## src/rtl/adc0804_sampler.sv

```systemverilog
// Periodic conversion controller for an 8-bit parallel ADC (ADC0804-style CS/WR/RD/INTR handshake).
// Emits each captured result as a registered sample with a one-cycle valid strobe.
module adc0804_sampler #(
  parameter int unsigned SAMPLE_DIV     = 250_000,
  parameter int unsigned WR_CYCLES      = 4,
  parameter int unsigned RD_CYCLES      = 8,
  parameter int unsigned TIMEOUT_CYCLES = 5_000
) (
  input  logic       clk,
  input  logic       reset_n,
  input  logic       enable,
  input  logic       clear_err,
  input  logic [7:0] adc_data,
  input  logic       adc_intr_n,
  output logic       adc_cs_n,
  output logic       adc_wr_n,
  output logic       adc_rd_n,
  output logic [7:0] sample,
  output logic       sample_valid,
  output logic       busy,
  output logic       timeout_err,
  output logic       overrun
);

  localparam int unsigned TW            = $clog2(SAMPLE_DIV);
  localparam int unsigned CW            = $clog2(TIMEOUT_CYCLES + WR_CYCLES + RD_CYCLES + 1);
  localparam int unsigned IGNORE_CYCLES = 3;

  typedef enum logic [2:0] {
    IDLE,
    START,
    WAIT_INTR,
    READ,
    DONE
  } state_t;

  state_t        state;
  logic [TW-1:0] tick_cnt;
  logic [CW-1:0] step;
  logic [1:0]    intr_sync;
  logic          intr_synced;
  logic          tick;

  // Two-flop synchronizer for the asynchronous INTR pin; idles high.
  always_ff @(posedge clk or negedge reset_n) begin
    if (!reset_n) begin
      intr_sync <= 2'b11;
    end else begin
      intr_sync <= {intr_sync[0], adc_intr_n};
    end
  end

  assign intr_synced = intr_sync[1];

  // Sample-rate divider; held at zero while disabled so re-enabling restarts a full period.
  always_ff @(posedge clk or negedge reset_n) begin
    if (!reset_n) begin
      tick_cnt <= '0;
    end else if (!enable) begin
      tick_cnt <= '0;
    end else if (tick_cnt == TW'(SAMPLE_DIV - 1)) begin
      tick_cnt <= '0;
    end else begin
      tick_cnt <= tick_cnt + TW'(1);
    end
  end

  assign tick = enable && (tick_cnt == TW'(SAMPLE_DIV - 1));

  // Handshake sequencer; error flags are written last so a same-cycle set beats clear_err.
  always_ff @(posedge clk or negedge reset_n) begin
    if (!reset_n) begin
      state        <= IDLE;
      step         <= '0;
      adc_cs_n     <= 1'b1;
      adc_wr_n     <= 1'b1;
      adc_rd_n     <= 1'b1;
      sample       <= '0;
      sample_valid <= 1'b0;
      busy         <= 1'b0;
      timeout_err  <= 1'b0;
      overrun      <= 1'b0;
    end else begin
      sample_valid <= 1'b0;
      if (clear_err) begin
        timeout_err <= 1'b0;
        overrun     <= 1'b0;
      end
      if (tick && (state != IDLE)) begin
        overrun <= 1'b1;
      end

      case (state)
        IDLE: begin
          if (tick) begin
            state    <= START;
            step     <= '0;
            adc_cs_n <= 1'b0;
            adc_wr_n <= 1'b0;
            busy     <= 1'b1;
          end
        end
        START: begin
          if (step == CW'(WR_CYCLES - 1)) begin
            state    <= WAIT_INTR;
            step     <= '0;
            adc_cs_n <= 1'b1;
            adc_wr_n <= 1'b1;
          end else begin
            step <= step + CW'(1);
          end
        end
        WAIT_INTR: begin
          // The first synchronizer outputs may still reflect INTR from before this conversion.
          if ((step >= CW'(IGNORE_CYCLES)) && !intr_synced) begin
            state    <= READ;
            step     <= '0;
            adc_cs_n <= 1'b0;
            adc_rd_n <= 1'b0;
          end else if (step == CW'(TIMEOUT_CYCLES - 1)) begin
            state       <= IDLE;
            step        <= '0;
            busy        <= 1'b0;
            timeout_err <= 1'b1;
          end else begin
            step <= step + CW'(1);
          end
        end
        READ: begin
          if (step == CW'(RD_CYCLES - 1)) begin
            state        <= DONE;
            step         <= '0;
            sample       <= adc_data;
            sample_valid <= 1'b1;
            adc_cs_n     <= 1'b1;
            adc_rd_n     <= 1'b1;
          end else begin
            step <= step + CW'(1);
          end
        end
        DONE: begin
          state <= IDLE;
          busy  <= 1'b0;
        end
        default: begin
          state    <= IDLE;
          step     <= '0;
          adc_cs_n <= 1'b1;
          adc_wr_n <= 1'b1;
          adc_rd_n <= 1'b1;
          busy     <= 1'b0;
        end
      endcase
    end
  end

endmodule

```

## config.mk

```make
export PLATFORM = sky130hd
export DESIGN_NAME = adc0804_sampler
export DESIGN_NICKNAME = d
export VERILOG_FILES = /design/src/rtl/adc0804_sampler.sv
export SDC_FILE = /design/constraint.sdc
export NUM_CORES = 1
export LEC_CHECK = 0
export CELL_PAD_IN_SITES_DETAIL_PLACEMENT = 0
export CELL_PAD_IN_SITES_GLOBAL_PLACEMENT = 1
export CORE_MARGIN = 5
export CORE_UTILIZATION = 44
export DETAILED_ROUTE_END_ITERATION = 8
export PLACE_DENSITY_LB_ADDON = 0.3
export RECOVER_POWER = 50
export REMOVE_ABC_BUFFERS = 1
export SYNTH_ARGS = -nofsm -noshare
export SYNTH_HDL_FRONTEND = slang
export SYNTH_SLANG_ARGS = --single-unit
```

## constraint.sdc

```tcl
create_clock -name clk -period 2.85 [get_ports clk]
set_input_delay 0.285 -clock clk [delete_from_list [all_inputs] [get_ports clk]]
set_output_delay 0.285 -clock clk [all_outputs]
set_load 0.02 [all_outputs]
```

==> flow_summary.toml <==
[power_and_ir_drop]
power_w = 0.00137
p_per_area_nw_per_um2 = 439
p_leak_nw = 1.32
ir_worst_vdd_v = 0.000307

[die]
die-area_sq_um = 7610
io_pins = 28
die_width_um = 87.2
coreArea_sq_um = 5850
die_y_um = 87.2
num_rows = 28
start_util_pct = 44.9

[clock_network]
cts_buffer_depth = 2
cts_tree = "built"
clock_latency_ns = 0.30
cts_resized = 0
cts_made_buffers = 5
clk_pin_slew_ns = 0.10
cts_sinks = 51
clock-root-buffer = "clkbuf_8"
h-tree-depth = 2

[timing]
fin_crit_sh_pct = 91.7
setup_violations = 0
rsz0062_at_grt = "false"
skew_ns = 0.00785
clock.fmax_ghz = 0.383
tightest_slew_ns = 1.39
whs_ns = 0.366
tns_ns = 0
slew_violations = 0
period_needed_ns = 2.61
hold_viol_final = 0
timing.max_slew.rel_slack_pct = 7.51

[yosys]
yosysWarningCount = 0
synth-adder-area-share_pct = 0.953
synthMuxAreaShare_pct = 3.81
ys_top_cells_by_area = "dfrtp_1, dfstp_2, xnor2_1"
ys.flop_type = "dfrtp_1"
synthSimpleGateAreaFrac_pct = 22.8
synthArstFlopShare_pct = 100
synth_commonest_cells = "dfrtp_1, nor2_1, nand2_1"
synth_edf_count = 0
synth_cell_types = 60
netlist_instances = 254
synth-compound-area-share_pct = 15.3
synth_top_area_share_pct = 43.9
yosysMostFrequentCell = "dfrtp_1"
synth_top_cell_by_area = "dfrtp_1"
synthXorXnorAreaFrac_pct = 5.67
synth_top_family_by_area = "simple AND/OR/NAND/NOR gates"
syn_area_sq_um = 2630
ys_ff_latch = 51
synth_area_per_cell_sq_um = 10.3
ys_seq_area_share_pct = 48.9

[critical_path]
r2r-start = "step[0]"
crit_type = "reg2reg"
crit_buf_inv = 0
r2r_cells = 6
cpLargestDelayFamily = "compound AO/OA/AOI/OAI gates"
crit_chain = "ha_1, a211oi_1, a41oi_2, or3_1, a2111oi_4, a211o_1"
r2r-end = "step[9]"
end_kind = "flop"
start_kind = "flop"
required_ns = 3.10
crit_path_top_delay_cell = "or3_1"
crit_fanout = 15
r2r_slack_ns = 0.24
slowest_delay_ns = 0.67
cp-startpoint = "step[0]"
worstPathArrival_ns = 2.86

[grt]
grt_max_degree = 28
grt_pass1_vias = 1933
grt_use_total_pct = 15.3
grt_pass1_wl_mm = 9.28
overflow = 0
grt_antenna_before_repair = 0

[cells_and_area]
diodes = 0
utilization_pct = 53.3
fill_cells = 541
drive_above_1_share_pct = 13.6
syn2layout_area_growth_pct = 18.7
nets = 300

[detailed_routing]
ant_nets = 0
routedWlPerCell_um = 14.6
vias = 2015
drc_errors = 0
viasPerCell = 5.58
firstDrtPassIters = 4
drtIter0Drc = 72
routed_wl_mm = 5.26

[placed_design]
port_buffers = 27
globalplace.congestion = 0.755
dpl.hpwl_mm = 3.75

[run_status]
outcome = "complete, no violations"

[hold_path]
hold_start = "intr_sync[0]"
holdPathEnd = "intr_sync[1]"
whs_path_depth = 0
hp-class = "reg2reg"

[job]
cap_violations = 0
-- what timing repair did --
item / in CTS / in global routing
setup buffers: 0 / 0
hold buffers: 1 / 0
hold endpoints to repair: 22 / 0
-- worst max path at each step --
stage	end	cells after the start	slack, ns
final	step[9]	6	0.24
after global routing	step[9]	6	0.06
after CTS	step[9]	6	0.23
after detailed placement	step[9]	6	0.27
after global placement	step[9]	6	0.30
after floorplan	step[9]	6	0.54
-- layout make-up --
cell class / instances / area, sq um / share of cell area (%)
inverter: 5 / 18.8 / 0.602
timing repair buffer: 33 / 309 / 9.92
clock inverter: 3 / 67.6 / 2.17
clock buffer: 5 / 68.8 / 2.21
tap: 75 / 93.8 / 3.01
sequential: 51 / 1280 / 41.1
multi-input combinational: 189 / 1280 / 40.9
-- power by group --
group | switching, W | internal, W
clock network | 0.000244 | 0.000350
registers | 0.00000378 | 0.000729
logic | 0.0000243 | 0.0000185
-- logic make-up after synthesis --
family / after synthesis
xor gates and xnor gates: 17
DFF: 51
buffers and inverters: 14
muxes: 9
adders and majority gates: 2
and+or+nand+nor: 110
AOI/OAI and AO/OA: 51
-- state kept, by name, indices dropped and copies added (netlist names) --
signal        cells
adc_cs_n          1
adc_rd_n          1
adc_wr_n          1
busy              1
intr_sync         2
overrun           1
sample            8
sample_valid      1
state             3
step             13
tick_cnt         18
timeout_err       1
-- per-layer routing --
layer | up-vias | global-route usage [%] | share of wire [%]
met5 | - | 0 | 0
met2 | 48 | 22.4 | 44
met1 | 973 | 22.4 | 49
li1 | 990 | - | -
met4 | 0 | 4.60 | 0.91
met3 | 4 | 3.69 | 5.7
-- layout by cell type, fill, tap and decap left out, types with 4 or more instances in the layout --
master,n
nand3_1,11
and4_1,5
nor2_1,25
a22oi_1,6
and3_1,5
a21oi_1,6
buf_4,4
nor3_1,6
dfstp_2,5
nand4_1,7
xor2_1,6
nand2_1,24
a21o_1,7
dlygate4sd3_1,6
clkbuf_8,5
xnor2_1,11
or2_2,4
o21ai_0,5
inv_1,5
mux2_2,8
dfrtp_1,46
clkdlybuf4s50_1,21
-- metrics by stage --
| step | setup slack [ns] | cells | cell area [sq um] |
|---|---|---|---|
| global route | 0.0594 | 361 | 3120 |
| global placement | 0.304 | 352 | 2970 |
| finish | 0.238 | 361 | 3120 |
| floorplan | 0.541 | 245 | 2580 |
| CTS | 0.226 | 361 | 3120 |
| detailed placement | 0.268 | 352 | 2970 |
Note: power is estimated with default switching activity, not from simulation.
